$ cat src/rtl/booth_control.sv
// booth_control: radix-2 Booth multiplier sequencer issuing load/add/shift commands per iteration.
module booth_control #(
  parameter int N  = 4,
  parameter int CW = 3
) (
  input  logic          clk,
  input  logic          reset,
  input  logic          inicio,
  input  logic [1:0]    qpar,
  output logic          CargaM,
  output logic          CargaQ,
  output logic          LimpiaA,
  output logic          CargaA,
  output logic          Resta,
  output logic          DesplazaA,
  output logic          DesplazaQ,
  output logic          ocupado,
  output logic          fin,
  output logic [CW-1:0] cuenta
);
  localparam logic [2:0] REPOSO = 3'd0, CARGA = 3'd1, EVALUA = 3'd2, DESPLAZA = 3'd3, FIN = 3'd4;
  logic [2:0] state, next;
  always_ff @(posedge clk) begin
    if (reset) begin
      state  <= REPOSO;
      cuenta <= '0;
    end else begin
      state  <= next;
      cuenta <= state == CARGA ? CW'(N) : state == DESPLAZA ? cuenta - CW'(1) : state == EVALUA ? cuenta : '0;
    end
  end
  always_comb begin
    next = state == REPOSO   ? (inicio ? CARGA : REPOSO) :
           state == CARGA    ? EVALUA :
           state == EVALUA   ? DESPLAZA :
           state == DESPLAZA ? (cuenta == CW'(1) ? FIN : EVALUA) :
                               REPOSO;
  end
  always_comb begin
    CargaM    = state == CARGA;
    CargaQ    = state == CARGA;
    LimpiaA   = state == CARGA;
    CargaA    = state == EVALUA && (qpar[1] ^ qpar[0]);
    Resta     = state == EVALUA && qpar == 2'b10;
    DesplazaA = state == DESPLAZA;
    DesplazaQ = state == DESPLAZA;
    ocupado   = state == CARGA || state == EVALUA || state == DESPLAZA || state == FIN;
    fin       = state == FIN;
  end
endmodule

$ cat config.mk
export PLATFORM = sky130hd
export DESIGN_NAME = booth_control
export DESIGN_NICKNAME = d
export VERILOG_FILES = /design/src/rtl/booth_control.sv
export SDC_FILE = /design/constraint.sdc
export NUM_CORES = 1
export LEC_CHECK = 0
export BUFFER_PORTS_ARGS = -buffer_cell sky130_fd_sc_hd__buf_4
export CORE_AREA = 2 2 39 41
export CTS_BUF_LIST = sky130_fd_sc_hd__clkbuf_4
export CTS_CLUSTER_DIAMETER = 120
export CTS_CLUSTER_SIZE = 10
export DETAILED_ROUTE_END_ITERATION = 7
export DIE_AREA = 0 0 41 43
export HOLD_SLACK_MARGIN = 0.15
export SYNTH_ARGS = -nofsm -noshare
export SYNTH_HDL_FRONTEND = slang
export SYNTH_SLANG_ARGS = --single-unit
$ cat constraint.sdc
create_clock -name clk -period 1.85 [get_ports clk]
set_input_delay 0.37 -clock clk [delete_from_list [all_inputs] [get_ports clk]]
set_output_delay 0.37 -clock clk [all_outputs]
set_load 0.005 [all_outputs]
[Yosys cells after proc, flatten, opt, wreduce, memory -nomap -nowiden]
Index checks and enable logic that the tools add are counted.
Storage, ports and cells
  register bits after elaboration: 6
  output and inout port bits: 12
  word-level logic and storage cells: 29
Operators by class
  add/subtract/negate cells: 1
  equal/unequal tests: 8
  mux-type cells: 9
  bitwise operators: 1
  reductions and logical operators: 7
Operators by type and width (number)
  two-way mux 3 bit: 8
  == test 3 x 1 -> 1 bit, second input constant: 2
  == test 3 x 2 -> 1 bit, second input constant: 2
  == test 3 bit, second input constant: 1
  zero test 3 bit: 1
  logical OR 1 bit: 3
  inequality test 3 bit, second input constant: 1
  subtractor 3 x 1 -> 3 bit, second input constant: 1
  == test 2 bit, second input constant: 1
  logical AND 1 bit: 2
  inequality test 2 bit, second input constant: 1
  OR reduction 2 bit: 1
  two-way mux 1 bit: 1
  XOR 1 bit: 1

[Logic depth before layout (Yosys ltp)]
Gate-level depths: netlist of run 1.
  depth after elaboration: 6
  mapped depth: 5
  gate-level depth less buffers: 5

[Worst setup path after synthesis of run 1]
Ideal clock, no wire load.
  kind: reg2out
  start: register state[0]
  end: output CargaQ
  arrival: 0.919 ns
  data required time: 1.480 ns
  path slack: 0.561 ns
  cell stages (with the launch flop): 5
  buffers on the path: 2
  cells stage by stage: dfxtp_1 -> buf_6 -> inv_2 -> nor3_1 -> buf_4
On the way
  longest elaborated chain between the ends: 1
Ends and longest elaborated chain
  start: declaration: RTL line 22  | logic [2:0] state, next;
  start signal: assignment: RTL line 28  | state <= next;
  == test 3 x 1 -> 1 bit
  end: declaration: RTL line 11  | output logic CargaQ,
No other way between the ends.

[Worst setup path in the final report of run 1]
  start: register state[1]
  end: output Resta
On the way
  longest elaborated chain between the ends: 2
Ends and longest elaborated chain
  == test 3 x 2 -> 1 bit: RTL line 44  | Resta = state == EVALUA && qpar == 2'b10;
  logical AND 1 bit: RTL line 44
  end: declaration: RTL line 14  | output logic Resta,
No other way between the ends.

==> summary.md, run 1 <==
| Metric | Value |
|---|---|
| Fraction of power spent switching nets | `26.6%` |
| Layout Nets | `65` |
| Synthesized area per cell | `9.73 sq um` |
| Pwr dens | `656 nW/um^2` |
| WP data arrival | `1.20 ns` |
| Drt drc | `0` |
| Classification of the worst setup path | `reg2out` |
| Routed Wire Length | `729 um` |
| Standard cell with the maximum stage delay on the critical path | `sky130_fd_sc_hd__dfxtp_1` |
| Worst-case vdd ir drop | `0.261 mV` |
| Number of inserted diodes | `0` |
| Gr ovfl total | `0` |
| DRC marker count from the first detailed-route iteration | `0` |
| Global Route Usage Sum | `10.4%` |
| Length in cells of the worst reg-to-reg path | `3` |
| Clock network power share | `36.0%` |
| Starting density of the core | `28.1%` |
| Vert. Die Dim | `43 um` |
| Post-DRT Antenna Nets | `0` |
| # Max-Cap Violations | `0` |
| Area growth from synthesis to layout | `33.1%` |
| Register-to-register setup slack | `0.64 ns` |
| Vias after detailed routing | `315` |
| Clk pin slew, worst setup/hold paths | `0.04 ns` |
| TritonCTS sink count | `6` |
| IO buf count | `16` |
| Layout cell share with drive strength beyond 1 | `47.3%` |
| Smallest setup slack after layout | `0.283 ns` |
| Count of boundary I/O pins | `17` |
| Unrepaired setup endpoints after global routing | `no` |
| Worst setup slack after placement | `0.409 ns` |
| Num rows | `14` |
| Total Neg Setup Slack | `0 ns` |
| Global-route wire length before repair | `1080 um` |
| Count of pins over their slew limit | `0` |
| Placer's final routability congestion estimate | `0.702` |
| Slowest cell delay on critical path | `0.50 ns` |
| Max Root-Sink Buffers | `2` |
| Nature of the critical path endpoint | `output port` |
| Maximum fanout encountered on the critical timing path | `7` |
| Crit path launch type | `flop` |
| Synthesized Nets | `48` |
| Total leakage power | `0.224 nW` |
| Detailed placer's ending HPWL | `548 um` |
| Total of fill cells in the finished design | `143` |
| Combinational share of power | `21.0%` |
| Average routed wire per standard cell | `10.3 um` |
| H-tree lvl count | `1` |
| First-pass detailed-route iteration total | `1` |
| Summed instance area of the synthesized netlist | `389 sq um` |
| Worst reg2reg path startpoint | `cuenta[0]$_SDFFE_PP0P_` |
| Number of distinct library cells after synthesis | `22` |
| Net load switching power | `90.4 uW` |
| Actual transition at the worst max-transition pin | `0.319 ns` |
| Count of mapped cells out of synthesis | `40` |
| Reg2Reg Capture Point | `cuenta[1]$_SDFFE_PP0P_` |
| Core area | `1380 sq um` |
| Clock tree from TritonCTS | `done` |
| Fraction of power consumed by sequential logic | `43.0%` |
| Setup Viol. Count Final | `0` |
| Internal power | `250 uW` |
| Flip-flop and latch count after synthesis | `6` |
| Yosys warnings | `0` |
| Hold crit path type | `in2reg` |
| Sequential share of the synthesized area | `30.9%` |
| Die Width | `41 um` |
| Most common cell after layout, fill and taps aside | `sky130_fd_sc_hd__buf_4` |
| Root buffer cell | `sky130_fd_sc_hd__clkbuf_4` |
| # Post-CTS Setup Buffers | `0` |
| FF/Latch Area | `120 sq um` |
| Post-DP Area | `495 sq um` |
| Run status | `finished clean` |
| Worst slew margin relative to its limit | `78.7%` |
| Post-route minimum period | `1.57 ns` |
| Cts bufs inserted | `3` |
| Crit path required time | `1.48 ns` |
| Area enclosed by the die boundary | `1760 sq um` |
| Final Hold Viols | `0` |
| Crit path launch | `state[1]$_SDFF_PP0_` |
| Number of gates given a new drive strength after cts | `0` |
| Via count of the first global-routing pass | `258` |
| Setup skew after layout | `0.00182 ns` |
| Area of all placed cells without fillers | `518 sq um` |
| Most frequent cells in the layout | `sky130_fd_sc_hd__buf_4, sky130_fd_sc_hd__dfxtp_1, sky130_fd_sc_hd__nor3_1` |
| Termination of the worst setup path | `Resta` |
| Maximum number of pins on one net before global-route repair | `9` |
| FMAX | `0.638 GHz` |
| Fin crit share | `84.7%` |
| Cell-by-cell listing of the critical path | `nand2b_4 -> nor3b_1 -> buf_4` |
| Area of the multi-input gates | `213 sq um` |
| Number of buffers added to fix hold violations after cts | `0` |
| Drt via density | `4.44` |
| Initial antenna violation count | `0` |
| Insertion delay to the later sink of the worst-skew pair | `0.25 ns` |
==> synth_stat cells <==
cell | instances | area share [%]
sky130_fd_sc_hd__nand2_1 | 1 | 0.96
sky130_fd_sc_hd__xnor2_1 | 2 | 4.5
sky130_fd_sc_hd__nor4_1 | 1 | 1.6
sky130_fd_sc_hd__inv_1 | 3 | 2.9
sky130_fd_sc_hd__nor3b_1 | 1 | 1.9
sky130_fd_sc_hd__nand4b_1 | 1 | 2.3
sky130_fd_sc_hd__nor3_1 | 4 | 5.1
sky130_fd_sc_hd__nand2b_4 | 1 | 3.5
sky130_fd_sc_hd__inv_2 | 1 | 0.96
sky130_fd_sc_hd__nand2b_1 | 1 | 1.6
sky130_fd_sc_hd__buf_4 | 4 | 7.7
sky130_fd_sc_hd__nor2_2 | 1 | 1.6
sky130_fd_sc_hd__a21o_1 | 1 | 1.9
sky130_fd_sc_hd__nor4b_2 | 1 | 3.9
sky130_fd_sc_hd__a211oi_2 | 1 | 3.2
sky130_fd_sc_hd__nor2_1 | 3 | 2.9
sky130_fd_sc_hd__nand3_1 | 1 | 1.3
sky130_fd_sc_hd__a2111oi_4 | 1 | 7.1
sky130_fd_sc_hd__ha_1 | 3 | 9.6
sky130_fd_sc_hd__and2_1 | 1 | 1.6
sky130_fd_sc_hd__dfxtp_1 | 6 | 31
sky130_fd_sc_hd__buf_6 | 1 | 2.9
==> power groups by stage <==
stage,Sequential [mW],Combinational [mW],Clock [mW]
after floorplan,0.144,0.0486,0
after global placement,0.149,0.0718,0
after detailed placement,0.148,0.0726,0
after CTS,0.146,0.0727,0.131
after global routing,0.147,0.0797,0.138
final,0.146,0.0715,0.122
==> state kept, by name (all words and copies together), names as in the netlist <==
signal,cells
state,3
cuenta,3
==> final cells by class <==
cell class                      instances  share of cell area (%)
Multi-Input combinational cell         25                    41.1
Inverter                                4                    2.90
Clock buffer                            3                    4.35
Tap cell                               16                    3.86
Timing Repair Buffer                   17                    24.6
Sequential cell                         6                    23.2
==> kinds of logic after synthesis <==
| logic type | synth area share, % |
|---|---|
| AO/OA/AOI/OAI | 12.2 |
| XOR/XNOR | 4.50 |
| adder cells (fa/ha/maj) | 9.65 |
| buffers and inverters | 14.5 |
| flip-flops | 30.9 |
| AND/OR/NAND/NOR | 28.3 |
==> layer usage <==
layer	share of wire, %	vias up	GRT usage [%]
li1	-	164	-
met1	45	135	12.2
met2	39	12	11.3
met3	11	4	6.28
met4	4.9	0	12.0
met5	0	-	0
==> metrics by stage <==
| stage | power [mW] | cells | util [%] | hold slack, ns |
|---|---|---|---|---|
| floorplan | 0.193 | 40 | - | 0.435 |
| global placement | 0.220 | 68 | 35.8 | 0.507 |
| global route | 0.365 | 71 | 37.4 | 0.344 |
| finish | 0.340 | 71 | 37.4 | 0.347 |
| detailed placement | 0.221 | 68 | 35.8 | 0.511 |
| CTS | 0.349 | 71 | 37.4 | 0.337 |
==> worst min path at each step <==
stage                                start                     end  slack, ns  cells after the start
CTS                                  reset  cuenta[2]$_SDFFE_PP0P_       0.34                      2
floorplan                            reset  cuenta[2]$_SDFFE_PP0P_       0.43                      1
detailed placement  cuenta[2]$_SDFFE_PP0P_  cuenta[2]$_SDFFE_PP0P_       0.51                      2
global placement    cuenta[2]$_SDFFE_PP0P_  cuenta[2]$_SDFFE_PP0P_       0.51                      2
global route                         reset  cuenta[2]$_SDFFE_PP0P_       0.34                      2
finish                               reset  cuenta[2]$_SDFFE_PP0P_       0.35                      2
==> critical path: cells and delay by family, from the launching register on <==
| family | cells | cell delay, ns |
|---|---|---|
| buffers and inverters | 1 | 0.14 |
| DFF | 1 | 0.50 |
| and+or+nand+nor | 2 | 0.31 |
No activity file was read; power rests on OpenSTA's default activity.
==> inputs of run 2 (changes only) <==
--- a/config.mk
+++ b/config.mk
@@ -5,6 +5,7 @@
 export SDC_FILE = /design/constraint.sdc
 export NUM_CORES = 1
 export LEC_CHECK = 0
+export ABC_AREA = 1
 export BUFFER_PORTS_ARGS = -buffer_cell sky130_fd_sc_hd__buf_4
 export CORE_AREA = 2 2 39 41
 export CTS_BUF_LIST = sky130_fd_sc_hd__clkbuf_4
==> constraint.sdc (replaced) <==
create_clock -name clk -period 1.3 [get_ports clk]
set_input_delay 0.26 -clock clk [delete_from_list [all_inputs] [get_ports clk]]
set_output_delay 0.26 -clock clk [all_outputs]
set_load 0.005 [all_outputs]
==> run 2 against run 1 <==
  * Sequential share of layout area decreased by 0.39 points
  * Sequential power increased by 48%
  * Area after synthesis decreased by 4.2%
  * Critical endpoint is now ocupado
  * Largest power group unchanged
==> summary.md, run 2 <==
| Metric | Value |
|---|---|
| Fraction of power spent switching nets | `30.1%` |
| Drt drc | `0` |
| Setup skew after layout | `0.00148 ns` |
| Cell types occupying the most area after synthesis | `sky130_fd_sc_hd__dfxtp_1, sky130_fd_sc_hd__inv_1, sky130_fd_sc_hd__ha_1, sky130_fd_sc_hd__nand2_1, sky130_fd_sc_hd__nor2_1` |
| Area enclosed by the die boundary | `1760 sq um` |
| Area growth from synthesis to layout | `48.7%` |
| TritonCTS sink count | `6` |
| Nature of the critical path endpoint | `output port` |
| Yosys warnings | `0` |
| Most frequent cells in the layout | `sky130_fd_sc_hd__buf_4, sky130_fd_sc_hd__inv_1, sky130_fd_sc_hd__nand2_1` |
| Unrepaired setup endpoints after global routing | `yes` |
| Placer's final routability congestion estimate | `0.809` |
| Initial antenna violation count | `0` |
| Clock network power share | `35.3%` |
| Layout cell share with drive strength beyond 1 | `42.7%` |
| Flip-flop and latch count after synthesis | `6` |
| Count of boundary I/O pins | `17` |
| Count of mapped cells out of synthesis | `56` |
| Global Route Usage Sum | `11.6%` |
| Starting density of the core | `26.9%` |
| Run status | `finished clean` |
| Crit path launch type | `flop` |
| Count of pins over their slew limit | `0` |
| Layout Nets | `85` |
| Global-route wire length before repair | `1390 um` |
| # Max-Cap Violations | `0` |
| Routed Wire Length | `857 um` |
| Setup Viol. Count Final | `0` |
| Max Root-Sink Buffers | `2` |
| Internal power | `373 uW` |
| Average routed wire per standard cell | `9.42 um` |
| Number of distinct library cells after synthesis | `15` |
| Cts bufs inserted | `3` |
| Synthesized area per cell | `6.66 sq um` |
| Smallest setup slack after layout | `0.0337 ns` |
| Insertion delay to the later sink of the worst-skew pair | `0.25 ns` |
| Classification of the worst setup path | `reg2out` |
| Fraction of power consumed by sequential logic | `40.4%` |
| Drt via density | `4.40` |
| Final Hold Viols | `0` |
| Hold crit path type | `in2reg` |
| Worst-case vdd ir drop | `0.360 mV` |
| Fin crit share | `97.4%` |
| Cell total after placement | `88` |
| Number of enable flip-flop cells after synthesis | `0` |
| Crit path required time | `1.04 ns` |
| Post-Layout Cell Count | `91` |
| Synthesized Nets | `64` |
| Sequential share of the synthesized area | `32.2%` |
| FMAX | `0.790 GHz` |
| Actual transition at the worst max-transition pin | `0.231 ns` |
| Die Width | `41 um` |
| Root buffer cell | `sky130_fd_sc_hd__clkbuf_4` |
| WP data arrival | `1.01 ns` |
| Maximum fanout encountered on the critical timing path | `4` |
| Number of buffers added to fix hold violations after cts | `0` |
| First-pass detailed-route iteration total | `4` |
| Number of inserted diodes | `0` |
| Vias after detailed routing | `400` |
| Post-route minimum period | `1.27 ns` |
| Total leakage power | `0.283 nW` |
| Core area | `1380 sq um` |
| DRC marker count from the first detailed-route iteration | `11` |
| Detailed placer's ending HPWL | `647 um` |
| Maximum number of pins on one net before global-route repair | `8` |
| Most common cell after layout, fill and taps aside | `sky130_fd_sc_hd__buf_4` |
| Largest registers ranked by flip-flop count | `cuenta: 3 flops, state: 3 flops` |
| Clk pin slew, worst setup/hold paths | `0.05 ns` |
| Post-DRT Antenna Nets | `0` |
| Pwr dens | `962 nW/um^2` |
| Post-synthesis cell type with the largest combined area | `sky130_fd_sc_hd__dfxtp_1` |
| Gr ovfl total | `0` |
| Num rows | `14` |
| Top-count cell post-synth | `sky130_fd_sc_hd__inv_1` |
| Combinational share of power | `24.3%` |
| Summed instance area of the synthesized netlist | `373 sq um` |
| Dominant register cell in the synthesized netlist | `sky130_fd_sc_hd__dfxtp_1` |
| Net load switching power | `160 uW` |
| IO buf count | `16` |
| Fraction of registers with async set/reset | `0%` |
| Fin util | `40.1%` |
| Worst slew margin relative to its limit | `84.5%` |
| Worst setup slack after placement | `0.186 ns` |
| Via count of the first global-routing pass | `353` |
| Register-to-register setup slack | `0.23 ns` |
| H-tree lvl count | `1` |
| Area share of the largest cell type after synthesis | `32.2%` |
| Vert. Die Dim | `43 um` |
| Commonest cells post-synth | `sky130_fd_sc_hd__inv_1, sky130_fd_sc_hd__nand2_1, sky130_fd_sc_hd__nor2_1` |
| Clock tree from TritonCTS | `done` |
| Total Neg Setup Slack | `0 ns` |
-- run 2: cell count changes after synthesis, moves of 2 or more --
cell and delta:
sky130_fd_sc_hd__nand2_1 +9, sky130_fd_sc_hd__nor3_1 -3, sky130_fd_sc_hd__nand3_1 +2, sky130_fd_sc_hd__nand4_1 +2, sky130_fd_sc_hd__nor2_1 +5, sky130_fd_sc_hd__xnor2_1 -2
sky130_fd_sc_hd__inv_1 +9, sky130_fd_sc_hd__a21oi_1 +3
-- run 2: through the flow --
stage               hold WS (ns)  area [sq um]  total power [mW]
global placement           0.471           513             0.341
detailed placement         0.472           513             0.343
floorplan                  0.329           373             0.284
finish                     0.200           554             0.533
global route               0.207           554             0.560
CTS                        0.204           539             0.521
-- run 2: per-layer routing --
metal / GRT usage (%) / vias up / wire length (um)
li1: - / 208 / -
met2: 16.3 / 15 / 405
met1: 15.3 / 177 / 379
met5: 0 / - / 0
met3: 3.66 / 0 / 72
met4: 6.00 / 0 / 0
-- run 2: timing repair --
action                                  4_1_cts  5_1_grt
gates resized for setup                       3        6
pin swaps                                     0        0
endpoints found under the setup margin        8        7
setup buffers                                 0        0
-- run 2: worst max-delay path: stages (launching register included) --
cell                      delay, ns
sky130_fd_sc_hd__dfxtp_2       0.35
sky130_fd_sc_hd__buf_4         0.15
sky130_fd_sc_hd__nand2_1       0.07
sky130_fd_sc_hd__nand2_1       0.05
sky130_fd_sc_hd__buf_4         0.13
-- run 2: logic make-up (layout without fill, tap and decap cells) --
kind of cell	count (synthesis)	after routing	synth area share, %
compound gates	4	4	5.37
fa+ha+maj	3	3	10.1
buf+inv	16	35	19.1
flops	6	6	32.2
simple gates	27	27	33.2
-- run 2: area by class of cell --
type	instances	area, sq um
Fill cell	152	830
Multi-Input combinational cell	34	191
Sequential cell	6	126
Inverter	13	51.3
Tap cell	16	20.0
Timing Repair Buffer	19	143
Clock buffer	3	22.5
-- run 2: path summary, 6_finish.rpt --
kind                     startpoint                     end  cells past startpoint
max             state[2]$_SDFF_PP0_                 ocupado                      4
max reg2reg  cuenta[1]$_SDFFE_PP0P_  cuenta[2]$_SDFFE_PP0P_                      8
min                           reset     state[0]$_SDFF_PP0_                      2
min reg2reg     state[2]$_SDFF_PP0_     state[2]$_SDFF_PP0_                      1
-- run 2: power groups by stage --
| stage | clock, mW | sequential, mW | combinational [mW] |
|---|---|---|---|
| after floorplan | 0 | 0.214 | 0.0697 |
| after global routing | 0.194 | 0.217 | 0.149 |
| after detailed placement | 0 | 0.216 | 0.127 |
| after CTS | 0.180 | 0.214 | 0.127 |
| after global placement | 0 | 0.216 | 0.125 |
| final | 0.188 | 0.216 | 0.130 |
==> inputs of run 3 (changes only) <==
--- a/config.mk
+++ b/config.mk
@@ -14,6 +14,7 @@
 export DETAILED_ROUTE_END_ITERATION = 7
 export DIE_AREA = 0 0 41 43
 export HOLD_SLACK_MARGIN = 0.15
+export PLACE_DENSITY = 0.54
 export SYNTH_ARGS = -nofsm -noshare
 export SYNTH_HDL_FRONTEND = slang
 export SYNTH_SLANG_ARGS = --single-unit
==> run 3 against run 2 <==
  * Combinational power barely moved
  * Cell count fell by 1.1%
  * Critical path depth fell by 1
  * Global-route usage rose by 0.10 points
  * Critical endpoint unchanged
  * Register-to-register slack got worse by 0.05 ns
  * Non-clock buffer count fell by 1
  * Core utilization rose by 0.63 points
  * Clock skew rose by 0.0061 ns
  * Worst hold slack improved by 0.0093 ns
  * Final area rose by 1.6%
==> summary.md, run 3 (synthesis results as in run 2) <==
| Metric | Value |
|---|---|
| IO buf count | `16` |
| Root buffer cell | `sky130_fd_sc_hd__clkbuf_4` |
| Area growth from synthesis to layout | `51.0%` |
| Hold Worst Slack | `0.209 ns` |
| Die Width | `41 um` |
| Setup Viol. Count Final | `0` |
| First-pass detailed-route iteration total | `5` |
| Internal power | `369 uW` |
| # Max-Cap Violations | `0` |
| H-tree lvl count | `1` |
| Via count of the first global-routing pass | `315` |
| Vias after detailed routing | `398` |
| Critical path buffers and inverters | `1` |
| HP Start | `reset` |
| Post-DRT Antenna Nets | `0` |
| Count of boundary I/O pins | `17` |
| Total leakage power | `0.278 nW` |
| Clock network power share | `33.4%` |
| Run status | `finished clean` |
| Pwr dens | `923 nW/um^2` |
| Cts bufs inserted | `3` |
| TritonCTS sink count | `6` |
| Actual transition at the worst max-transition pin | `0.210 ns` |
| Crit path launch | `state[1]$_SDFF_PP0_` |
| Most frequent cells in the layout | `sky130_fd_sc_hd__buf_4, sky130_fd_sc_hd__inv_1, sky130_fd_sc_hd__nand2_1` |
| Worst slew margin relative to its limit | `85.9%` |
| Starting density of the core | `26.9%` |
| Gr ovfl total | `0` |
| Clock tree from TritonCTS | `done` |
| WP data arrival | `1.01 ns` |
| Slowest cell delay on critical path | `0.37 ns` |
| Worst-case vdd ir drop | `0.380 mV` |
| Number of inserted diodes | `0` |
| Nature of the critical path endpoint | `output port` |
| Crit path required time | `1.04 ns` |
| Setup skew after layout | `0.00755 ns` |
| Post-route minimum period | `1.27 ns` |
| Area of the multi-input gates | `200 sq um` |
| Fin crit share | `97.6%` |
| FMAX | `0.788 GHz` |
| Maximum number of pins on one net before global-route repair | `8` |
| Clk pin slew, worst setup/hold paths | `0.04 ns` |
| Num rows | `14` |
| Vert. Die Dim | `43 um` |
| Average routed wire per standard cell | `9.68 um` |
| Cell total after placement | `85` |
| Layout Nets | `84` |
| Routed Wire Length | `871 um` |
| Classification of the worst setup path | `reg2out` |
| Layout cell share with drive strength beyond 1 | `45.9%` |
| Detailed placer's ending HPWL | `663 um` |
| Drt via density | `4.42` |
| FF/Latch Area | `131 sq um` |
| Worst hold path stage count | `2` |
| Standard cell with the maximum stage delay on the critical path | `sky130_fd_sc_hd__dfxtp_4` |
| Combinational share of power | `24.7%` |
| Net load switching power | `151 uW` |
| Area enclosed by the die boundary | `1760 sq um` |
| Largest registers ranked by flip-flop count | `cuenta: 3 flops, state: 3 flops` |
| Drt drc | `0` |
| Initial antenna violation count | `0` |
| Worst reg2reg path startpoint | `cuenta[0]$_SDFFE_PP0P_` |
| Placer's final routability congestion estimate | `0.748` |
| Cell-by-cell listing of the critical path | `o21ai_2 -> nand2_1 -> buf_4` |
| Core area | `1380 sq um` |
| Global-route wire length before repair | `1260 um` |
| Insertion delay to the later sink of the worst-skew pair | `0.25 ns` |
| DRC marker count from the first detailed-route iteration | `3` |
| Max Root-Sink Buffers | `2` |
| Final Hold Viols | `0` |
| Global Route Usage Sum | `11.7%` |
| Total Power Consumption | `520 uW` |
| Crit path launch type | `flop` |
| Maximum fanout encountered on the critical timing path | `7` |
| Most common cell after layout, fill and taps aside | `sky130_fd_sc_hd__buf_4` |
| Total of fill cells in the finished design | `153` |
| Count of pins over their slew limit | `0` |
| Fraction of power consumed by sequential logic | `41.9%` |
| Hold crit path type | `in2reg` |
| Critical path depth in cells | `3` |
| Length in cells of the worst reg-to-reg path | `8` |
| Unrepaired setup endpoints after global routing | `yes` |
| Post-Layout Cell Count | `90` |
| Fraction of power spent switching nets | `29.0%` |
| Worst path top cell family by delay | `flip-flops` |
run 3: changes by cell type in the layout (fill, tap and decap cells not counted):
cell / before / now
sky130_fd_sc_hd__buf_4: 19 / 18
sky130_fd_sc_hd__inv_4: 1 / 2
sky130_fd_sc_hd__o21ai_2: 0 / 1
sky130_fd_sc_hd__dfxtp_4: 1 / 3
sky130_fd_sc_hd__nor2_2: 0 / 2
sky130_fd_sc_hd__dfxtp_2: 2 / 0
sky130_fd_sc_hd__inv_2: 2 / 1
sky130_fd_sc_hd__nor2_1: 8 / 6
sky130_fd_sc_hd__o21ai_1: 1 / 0
run 3: per-stage QoR:
| step | TNS (ns) | utilization [%] | setup slack [ns] | instance area, sq um |
|---|---|---|---|---|
| floorplan | 0 | - | 0.237 | 373 |
| global placement | 0 | 35.4 | 0.143 | 490 |
| detailed placement | 0 | 35.4 | 0.129 | 490 |
| CTS | 0 | 38.3 | 0.00806 | 531 |
| global route | -0.0469 | 40.7 | -0.0166 | 563 |
| finish | 0 | 40.7 | 0.0309 | 563 |
run 3: final timing paths:
check / end / slack (ns)
worst max register to register: cuenta[2]$_SDFFE_PP0P_ / 0.18
worst max-delay path: ocupado / 0.03
worst min-delay path: state[0]$_SDFF_PP0_ / 0.21
worst min register to register: state[2]$_SDFF_PP0_ / 0.48
run 3: power by group through the flow:
| stage | combinational, mW | sequential (mW) | clock, mW |
|---|---|---|---|
| 2_1_floorplan | 0.0697 | 0.214 | 0 |
| 3_3_place_gp | 0.118 | 0.218 | 0 |
| 3_5_place_dp | 0.118 | 0.217 | 0 |
| 4_1_cts | 0.121 | 0.215 | 0.182 |
| 5_1_grt | 0.145 | 0.221 | 0.193 |
| 6_report | 0.128 | 0.218 | 0.174 |
run 3: what timing repair did:
item / CTS / global route
endpoints found under the setup margin: 8 / 9
setup buffers: 0 / 2
cloned: 0 / 0
hold buffers: 0 / 0
gates resized for setup: 7 / 8
pin swaps: 0 / 1
run 3: area by class of cell:
class | count | area share (%)
well taps | 16 | 3.56
inverters | 13 | 9.56
flip-flops and latches | 6 | 23.3
multi-input cells | 34 | 35.6
clock buffers | 3 | 4.00
repair buffers | 18 | 24.0
run 3: worst reg2reg max path: stages (launching register included):
cell and delay [ns]:
sky130_fd_sc_hd__dfxtp_1 0.39, sky130_fd_sc_hd__inv_1 0.08, sky130_fd_sc_hd__ha_1 0.19, sky130_fd_sc_hd__nand2_1 0.08, sky130_fd_sc_hd__inv_1 0.04, sky130_fd_sc_hd__nand2_1 0.05, sky130_fd_sc_hd__nand2_1 0.04, sky130_fd_sc_hd__nor2_1 0.10
sky130_fd_sc_hd__nor2_1 0.04
run 3: per-layer routing:
metal  up-vias  GRT usage (%)  part of all wire (%)
met5         -              0                     0
met3         4           3.14                   9.1
met2        18           17.2                    49
met4         0           12.0                   3.0
met1       169           12.0                    39
li1        207              -                     -
